[src/rtl/uart_rx.sv]
// 8N1 UART receiver: 2-flop line synchroniser, start-bit qualification, mid-bit sampling.
// Define UART_RX_PARITY_EN to receive 8E1 frames and flag even-parity errors on o_parity_err.
module uart_rx #(
  parameter int CLKS_PER_BIT = 87
) (
  input  logic       i_clk,
  input  logic       i_rst,
  input  logic       i_rx_serial,
  output logic       o_rx_dv,
  output logic [7:0] o_rx_byte,
  output logic       o_rx_act,
  output logic       o_frame_err,
  output logic       o_parity_err
);
  localparam logic [15:0] LAST_CNT = 16'(CLKS_PER_BIT - 1);
  localparam logic [15:0] MID_CNT  = 16'((CLKS_PER_BIT - 1) / 2);

  typedef enum logic [2:0] {IDLE, START, DATA, PARITY, STOP, CLEANUP} state_t;

  state_t      state_reg;
  logic        rx_meta_reg;
  logic        rx_s_reg;
  logic [15:0] clk_cnt_reg;
  logic [2:0]  bit_idx_reg;
  logic [7:0]  shreg_reg;
`ifdef UART_RX_PARITY_EN
  logic        parity_bit_reg;
  logic        parity_err_reg;
  assign o_parity_err = parity_err_reg;
`else
  assign o_parity_err = 1'b0;
`endif

  // Line idles high, so the synchroniser resets to 1 to avoid a false start bit.
  always_ff @(posedge i_clk) begin
    if (i_rst) begin
      rx_meta_reg <= 1'b1;
      rx_s_reg    <= 1'b1;
    end else begin
      rx_meta_reg <= i_rx_serial;
      rx_s_reg    <= rx_meta_reg;
    end
  end

  always_ff @(posedge i_clk) begin
    if (i_rst) begin
      state_reg      <= IDLE;
      clk_cnt_reg    <= '0;
      bit_idx_reg    <= '0;
      shreg_reg      <= '0;
      o_rx_dv        <= 1'b0;
      o_rx_byte      <= '0;
      o_rx_act       <= 1'b0;
      o_frame_err    <= 1'b0;
`ifdef UART_RX_PARITY_EN
      parity_bit_reg <= 1'b0;
      parity_err_reg <= 1'b0;
`endif
    end else begin
      o_rx_dv     <= 1'b0;
      o_frame_err <= 1'b0;
`ifdef UART_RX_PARITY_EN
      parity_err_reg <= 1'b0;
`endif
      case (state_reg)
        IDLE: begin
          clk_cnt_reg <= '0;
          bit_idx_reg <= '0;
          o_rx_act    <= 1'b0;
          if (!rx_s_reg) begin
            o_rx_act  <= 1'b1;
            state_reg <= START;
          end
        end
        START: begin
          o_rx_act <= 1'b1;
          if (clk_cnt_reg == MID_CNT) begin
            clk_cnt_reg <= '0;
            if (!rx_s_reg) begin
              state_reg <= DATA;
            end else begin
              // Start bit did not survive to mid-bit: treat as a glitch.
              o_rx_act  <= 1'b0;
              state_reg <= IDLE;
            end
          end else begin
            clk_cnt_reg <= clk_cnt_reg + 16'd1;
          end
        end
        DATA: begin
          if (clk_cnt_reg == LAST_CNT) begin
            clk_cnt_reg            <= '0;
            shreg_reg[bit_idx_reg] <= rx_s_reg;
            if (bit_idx_reg == 3'd7) begin
              bit_idx_reg <= '0;
`ifdef UART_RX_PARITY_EN
              state_reg   <= PARITY;
`else
              state_reg   <= STOP;
`endif
            end else begin
              bit_idx_reg <= bit_idx_reg + 3'd1;
            end
          end else begin
            clk_cnt_reg <= clk_cnt_reg + 16'd1;
          end
        end
`ifdef UART_RX_PARITY_EN
        PARITY: begin
          if (clk_cnt_reg == LAST_CNT) begin
            clk_cnt_reg    <= '0;
            parity_bit_reg <= rx_s_reg;
            state_reg      <= STOP;
          end else begin
            clk_cnt_reg <= clk_cnt_reg + 16'd1;
          end
        end
`endif
        STOP: begin
          if (clk_cnt_reg == LAST_CNT) begin
            clk_cnt_reg <= '0;
            state_reg   <= CLEANUP;
            if (rx_s_reg) begin
              o_rx_byte <= shreg_reg;
              o_rx_dv   <= 1'b1;
`ifdef UART_RX_PARITY_EN
              parity_err_reg <= ^{shreg_reg, parity_bit_reg};
`endif
            end else begin
              o_frame_err <= 1'b1;
            end
          end else begin
            clk_cnt_reg <= clk_cnt_reg + 16'd1;
          end
        end
        CLEANUP: begin
          // Hold here through a break so a stuck-low line cannot start a bogus frame.
          if (rx_s_reg) begin
            o_rx_act  <= 1'b0;
            state_reg <= IDLE;
          end
        end
        default: begin
          o_rx_act  <= 1'b0;
          state_reg <= IDLE;
        end
      endcase
    end
  end

endmodule

[config.mk]
export PLATFORM = sky130hd
export DESIGN_NAME = uart_rx
export DESIGN_NICKNAME = d
export VERILOG_FILES = /design/src/rtl/uart_rx.sv
export SDC_FILE = /design/constraint.sdc
export NUM_CORES = 1
export LEC_CHECK = 0
export CORE_ASPECT_RATIO = 0.5
export CORE_MARGIN = 2
export CORE_UTILIZATION = 43
export CTS_CLUSTER_DIAMETER = 40
export DETAILED_ROUTE_END_ITERATION = 6
export MAX_ROUTING_LAYER = met4
export RECOVER_POWER = 100
export SLEW_MARGIN = 20
export SYNTH_ARGS = -nofsm -noshare
export SYNTH_HDL_FRONTEND = slang
export SYNTH_SLANG_ARGS = --single-unit
[constraint.sdc]
create_clock -name i_clk -period 2.5 [get_ports i_clk]
set_input_delay 0.5 -clock i_clk [delete_from_list [all_inputs] [get_ports i_clk]]
set_output_delay 0.5 -clock i_clk [all_outputs]
set_load 0.05 [all_outputs]
* Word level (Yosys, flattened, before mapping)
Index checks and enable logic that the tools add are counted.
** Word-level totals
- Word-level logic and storage cells :: 63
- Output and inout port bits :: 12
- Register bits after elaboration :: 43
- Bits of input ports :: 3
** Operators by class
- Equal/unequal tests :: 13
- $lt $le $gt $ge :: 2
- $add $sub $neg :: 2
- Reductions and logical operators :: 11
- Multiplexer cells :: 22
- Bitwise operators :: 3
** Operators by type and width (count)
- $pmux W16 S3 :: 1
- $mux W16 :: 2
- $mux W3 :: 8
- $add A16 B1 Y16 const B :: 1
- $eq A16 B6 Y1 const B :: 1
- $eq A16 B7 Y1 const B :: 1
- $pmux W3 S5 :: 1
- $ne A2 B2 Y1 const B :: 6
- $eq A3 B3 Y1 const B :: 3
- $bwmux W8 :: 1
- $pmux W3 S2 :: 1
- $reduce_and A2 Y1 :: 3
- $reduce_and A6 Y1 :: 1
- $mux W1 :: 5
- $lt A3 B4 Y1 const B :: 1
- $pmux W1 S4 :: 1
- $add A3 B1 Y3 const B :: 1
- $demux W1 S3 :: 1
- $eq A3 B1 Y1 const B :: 1
- $eq A3 B2 Y1 const B :: 1
- $ge A3 B1 Y1 const B :: 1
- $logic_not A3 Y1 :: 1
- $not A1 Y1 :: 3
- $reduce_and A3 Y1 :: 1
- 6 further kinds :: 6

* Logic depth before layout (Yosys ltp)
Gate-level depths: netlist of run 1.
- Depth after elaboration :: 5
- Mapped depth :: 9
- Gate-level depth less buffers :: 7

* Least setup slack after synthesis of run 1
OpenSTA, ideal clock, no wires.
- Kind :: register -> register
- Start point :: register clk_cnt_reg[0]
- End point :: register state_reg[0]
- Path slack :: 0.657 ns
- Period minus slack after synthesis :: 1.843 ns
- Required time :: 2.384 ns
- Setup time :: 0.116 ns
- Buffers on the path :: 1
- Data arrival time :: 1.728 ns
- Stages on the path, launching flop included :: 9
- Path through :: dfxtp_1 > inv_1 > ha_1 > nand2_1 > or2_1 > buf_6 > a22o_4 > o311a_1 > a31o_1
** Between the ends
- Cells in the longest elaborated chain, start to end :: 3
- Elaborated cells between the ends (all ways) :: 6
- Those cells by class :: 5 x eq/ne; 1 x reduce/logical
** Ends and longest elaborated chain
- from (decl) :: line 23 : logic [15:0] clk_cnt_reg;
- from (signal assigned) :: line 87 : clk_cnt_reg <= clk_cnt_reg + 16'd1;
- from (signal assigned) :: line 105 : clk_cnt_reg <= clk_cnt_reg + 16'd1;
- from (signal assigned) :: line 133 : clk_cnt_reg <= clk_cnt_reg + 16'd1;
- $eq A16 B7 Y1 or $eq A16 B6 Y1 (tied branches) :: line 91, 120, 77
- $ne A2 B2 Y1 (no source line)
- $reduce_and A6 Y1 (no source line) *
- to (signal assigned) :: line 99 : state_reg <= STOP;
- to (signal assigned) :: line 122 : state_reg <= CLEANUP;
- to (signal assigned) :: line 140 : state_reg <= IDLE;
- to (decl) :: line 20 : state_t state_reg;
Every way passes the cells marked *; elsewhere a longest branch is shown, timed or not.
A chain may end at the register's enable or synchronous reset.

* Final worst setup path of run 1
Ends and elaborated chain as after synthesis.

==> impl_metrics.csv, run 1 <==
group,metric,value,unit
power_and_ir_drop,power_switching,0.4663,mW
logic_synthesis,synth.avg_cell_area,8.365,sq um
sta,slew_headroom,0.2769,
critical_path,critPathMaxStageDelay,0.40,ns
grt,grt-ovfl-total,0,
logic_synthesis,synth_top_area_share,0.3898,
die,ios,15,
die,die_w,105.4,um
critical_path,cp.depth,8,
hold_path,hold-path-cell-count,1,
power_and_ir_drop,cellPowerDensity,617.4,nW/um^2
drt,wl,4.901,mm
clocking,ctsResizeCount,0,
logic_synthesis,synth_edf_count,0,
layout,ff_latch_area,860.8,sq um
drt,ant_nets,0,
logic_synthesis,yosys_register_bits,43,
die,die_h,54.68,um
sta,whs,0.4170,ns
layout,layout_common_cells,"dfxtp_1 (43), nor2_1 (33), nand2_1 (24), mux2i_1 (23), nor3_1 (18)",
sta,final_hold_viol_count,0,
logic_synthesis,ys_warn_count,0,
drt,drc,0,
critical_path,critPathArrivalTime,2.45,ns
clocking,clk_pin_slew_worst_paths,0.09,ns
layout,syn_to_final_growth,14.39,%
clocking,tritoncts,"yes",
die,placeableCoreArea,4932,sq um
power_and_ir_drop,switching_share,0.2990,
critical_path,worst_r2r_path_depth,8,
layout,layout-drive-gt1-share,0.07857,
critical_path,critPathKind,"reg2reg",
drt,firstDrtPassIters,4,
logic_synthesis,seq_area_frac_synth,0.3898,
critical_path,crit_path_end_kind,"flop",
power_and_ir_drop,p_leak,0.9525,nW
power_and_ir_drop,clkPwrFrac,0.362,
logic_synthesis,syn_nets,271,
place,dp_hpwl,3.334,mm
grt,antenna_found_initial,0,
sta,max_freq,445.8,MHz
die,start_util,0.4477,
critical_path,cp.required,2.71,ns
drt,vias,1955,
sta,rsz0062_at_grt,"no",
clocking,cts_hold_buf,0,
critical_path,cp_cell_sequence,"inv_1, ha_1, nand2_1, or2_0, clkbuf_1, a22o_4, o311a_1, a31o_1",
sta,post-route-period-util,0.8973,
die,die_area,5760,sq um
clocking,htreeDepth,2,
clocking,clockBufferDepth,2,
clocking,numCtsBuffers,5,
sta,min_period,2.243,ns
sta,slew_violations,0,
critical_path,worst_path_max_delay_cell,"a22o_4",
sta,tightest_slew,1.085,ns
logic_synthesis,yosysTopAreaCell,"dfxtp_1",
logic_synthesis,async_flop_share,0,
logic_synthesis,ys_types,47,
grt,grt.total_usage,0.1952,
sta,skew,0.009111,ns
critical_path,path_delay_family,"compound AO/OA/AOI/OAI gates",
logic_synthesis,synthFlopType,"dfxtp_1",
critical_path,worstSetupStartpointType,"flop",
drt,vias_per_cell,5.586,
power_and_ir_drop,ir_drop,0.3406,mV
layout,multiInputGateArea,1245,sq um
layout,final_nets,286,
run,cap_violations,0,
layout,antenna_cells,0,
critical_path,endpoint,"state_reg[0]",
place,io_buffers,13,
grt,grt_max_degree,26,
power_and_ir_drop,finalPower,1.560,mW
power_and_ir_drop,combPwrFrac,0.163,
drt,routedWlPerCell,14.00,um
logic_synthesis,yosys-top-cells-area,"dfxtp_1 (39%), mux2i_1 (10%), nor2_1 (5.6%)",
sta,fin_setup_tns,0,ns
critical_path,path_max_fanout,14,
clocking,clk_latency,0.30,ns
clocking,clock-sinks,43,
logic_synthesis,synthesis.area,2208,sq um
grt,grt_pass1_wl,8.438,mm
place,routabilityCongestion,0.8846,
critical_path,r2r-start,"clk_cnt_reg[0]",
clocking,cts_root_buf,"clkbuf_8",
critical_path,critPathLaunch,"clk_cnt_reg[0]",
sta,setup_viol,0,
hold_path,hold_path.class,"reg2reg",
grt,grt_pass1_vias,1725,
die,rows,18,
clocking,postCtsSetupRepairBufs,0,
critical_path,rrSetupSlack,0.26,ns
layout,layout_commonest_cell,"dfxtp_1",
drt,drtIter0Drc,73,
layout,num-fill-cells,472,
critical_path,r2r_end,"state_reg[0]",
outcome,status,"complete, no violations",
power_and_ir_drop,internal_power,1.093,mW
power_and_ir_drop,seqPwrFrac,0.475,
critical_path,crit_buf_inv,2,
logic_synthesis,synth_cells,264,
layout,largest_reg_flops,16,
[cells in the mapped netlist, types with 3 or more instances]
master / instances
and4_1: 3
inv_1: 5
dfxtp_1: 43
or2_2: 3
nor2_1: 33
nand2_1: 24
a21oi_1: 10
a31oi_1: 4
mux2i_1: 23
clkbuf_1: 8
buf_2: 4
nand3_1: 17
o21ai_0: 8
o31ai_1: 4
nor3_1: 18
ha_1: 4
xor2_1: 4
nor4_1: 11
o32ai_1: 3
[through the flow]
stage / cells / instance area (sq um) / util / worst slack [ns]
after global placement: 342 / 2421 / 0.4909 / 0.3831
after CTS: 350 / 2536 / 0.5142 / 0.3330
final: 350 / 2526 / 0.5122 / 0.2569
after global routing: 350 / 2526 / 0.5122 / 0.04074
after floorplan: 264 / 2208 / - / 0.6566
after detailed placement: 342 / 2421 / 0.4909 / 0.3254
[worst min-delay path by stage]
stage / from / end
floorplan: rx_meta_reg / rx_s_reg
global placement: rx_meta_reg / rx_s_reg
detailed placement: rx_meta_reg / rx_s_reg
CTS: rx_meta_reg / rx_s_reg
global route: rx_meta_reg / rx_s_reg
finish: rx_meta_reg / rx_s_reg
[cell families (layout without fill, tap and decap cells)]
kind of cell,after synthesis,count (layout),share of synthesized area
simple gates,125,125,0.2873
other cells,1,1,0.001698
buf+inv,21,37,0.04646
xor+xnor,4,4,0.01586
mux,23,23,0.1042
fa+ha+maj,5,5,0.02720
flops,43,43,0.3898
compound gates,42,42,0.1275
[power groups by stage]
stage / registers (mW) / logic, mW / clock network, mW
after floorplan: 0.748 / 0.205 / 0
after global placement: 0.756 / 0.251 / 0
after detailed placement: 0.757 / 0.255 / 0
after CTS: 0.741 / 0.257 / 0.584
after global routing: 0.744 / 0.288 / 0.610
final: 0.741 / 0.255 / 0.564
[area by class of cell]
type,count,share of cell area
sequential,43,0.3408
multi-input combinational,200,0.4928
timing repair buffer,23,0.07727
clock inverter,3,0.01833
inverter,6,0.008915
tap,70,0.03467
clock buffer,5,0.02724
[routing by layer]
metal | routed length (um) | up-vias | track usage
met2 | 2120 | 37 | 0.3054
li1 | - | 988 | -
met1 | 2518 | 922 | 0.2513
met4 | 63 | 0 | 0.07778
met5 | 0 | - | -
met3 | 199 | 8 | 0.04286
(Power assumes the default switching activity.)
==> run 2, diff against run 1 <==
==> constraint.sdc (replaced) <==
create_clock -name i_clk -period 2.2 [get_ports i_clk]
set_input_delay 0.44 -clock i_clk [delete_from_list [all_inputs] [get_ports i_clk]]
set_output_delay 0.44 -clock i_clk [all_outputs]
set_load 0.05 [all_outputs]
==> impl_metrics.csv, run 2 (synthesis gave the netlist of run 1 again) <==
group,metric,value,unit
run,cap_violations,0,
sta,post-route-period-util,0.9059,
grt,grt-ovfl-total,0,
die,die_area,5760,sq um
clocking,clk_pin_slew_worst_paths,0.08,ns
drt,wl,4.891,mm
critical_path,worstSetupStartpointType,"flop",
sta,slew_headroom,0.5124,
drt,ant_nets,0,
grt,antenna_found_initial,0,
clocking,clock-sinks,43,
critical_path,rrSetupSlack,0.21,ns
critical_path,critPathKind,"reg2reg",
sta,min_period,1.993,ns
grt,grt_pass1_wl,8.252,mm
clocking,cts_root_buf,"clkbuf_8",
layout,final_nets,297,
grt,grt_max_degree,29,
critical_path,cp.required,2.39,ns
die,placeableCoreArea,4932,sq um
grt,grt.total_usage,0.1923,
layout,antenna_cells,0,
clocking,ctsResizeCount,0,
sta,slew_violations,0,
drt,firstDrtPassIters,4,
sta,max_freq,501.8,MHz
outcome,status,"complete, no violations",
power_and_ir_drop,ir_drop,0.4154,mV
clocking,postCtsSetupRepairBufs,0,
sta,tightest_slew,0.7266,ns
die,ios,15,
critical_path,critPathArrivalTime,2.18,ns
sta,rsz0062_at_grt,"no",
sta,whs,0.4142,ns
critical_path,path_max_fanout,9,
power_and_ir_drop,p_leak,1.014,nW
grt,grt_pass1_vias,1741,
sta,setup_viol,0,
layout,layout_commonest_cell,"dfxtp_1",
hold_path,hold_path.class,"reg2reg",
die,die_w,105.4,um
sta,fin_setup_tns,0,ns
place,io_buffers,13,
die,rows,18,
drt,vias,1995,
clocking,cts_hold_buf,0,
clocking,clockBufferDepth,2,
clocking,numCtsBuffers,5,
clocking,tritoncts,"yes",
layout,syn_to_final_growth,17.96,%
drt,routedWlPerCell,13.55,um
die,start_util,0.4477,
drt,drtIter0Drc,113,
die,die_h,54.68,um
layout,layout-drive-gt1-share,0.1168,
drt,vias_per_cell,5.526,
critical_path,crit_path_end_kind,"flop",
place,routabilityCongestion,0.7948,
power_and_ir_drop,cellPowerDensity,675.7,nW/um^2
place,dp_slack,0.2106,ns
layout,layout_common_cells,"dfxtp_1 (43), nor2_1 (33), nand2_1 (24), mux2i_1 (23), buf_4 (20)",
sta,final_hold_viol_count,0,
clocking,clk_latency,0.30,ns
sta,skew,0.007373,ns
sta,worst_slack,0.2070,ns
drt,drc,0,
clocking,htreeDepth,2,
place,dp_hpwl,3.472,mm
layout,largest_reg_flops,16,
==> run 2: cell count changes in the layout (fill, tap and decap cells not counted), sizes merged <==
cell | before | now
buf | 7 | 20
clkbuf | 8 | 6
clkinv | 1 | 3
clkinvlp | 1 | 0
inv | 6 | 5
==> run 2: per-stage QoR <==
| stage | cells | total power [mW] | util | instance area (sq um) |
|---|---|---|---|---|
| after CTS | 361 | 1.792 | 0.5304 | 2616 |
| after global placement | 353 | 1.157 | 0.5076 | 2504 |
| final | 361 | 1.760 | 0.5282 | 2605 |
| after floorplan | 264 | 1.083 | - | 2208 |
| after detailed placement | 353 | 1.162 | 0.5076 | 2504 |
| after global routing | 361 | 1.852 | 0.5282 | 2605 |
==> run 2: power by group <==
group,internal [mW],total (mW),leakage [nW],switching [mW]
Combinational,0.104,0.311,0.609,0.207
Clock,0.338,0.626,0.0581,0.288
Sequential,0.800,0.823,0.347,0.0232
==> run 2: final timing paths <==
path              cells after the start           end           start
setup / recovery                      6  o_rx_byte[7]  clk_cnt_reg[2]
hold / removal                        1      rx_s_reg     rx_meta_reg
setup reg to reg                      6  o_rx_byte[7]  clk_cnt_reg[2]
hold reg to reg                       1      rx_s_reg     rx_meta_reg
==> run 2: per-layer routing <==
layer	vias to the layer above	global-route usage	share of wire
li1	1012	-	-
met1	927	0.2502	0.50
met2	51	0.3075	0.44
met3	5	0.04286	0.054
met4	0	0.05333	0.0067
met5	-	-	0
==> run 2: layout make-up <==
cell class | instances | area (sq um)
multi-input cells | 200 | 1237
clock inverters | 3 | 43.79
clock buffers | 5 | 68.82
well taps | 70 | 87.58
repair buffers | 34 | 284.0
flip-flops and latches | 43 | 860.8
fillers | 477 | 2327
inverters | 6 | 22.52
==> run 2: critical path: stages, from the launching register on <==
cell and delay, ns:
dfxtp_1 0.45, nand4bb_1 0.20, or2_1 0.29, or4_1 0.53, buf_4 0.20, mux2i_1 0.16
nor2_1 0.06
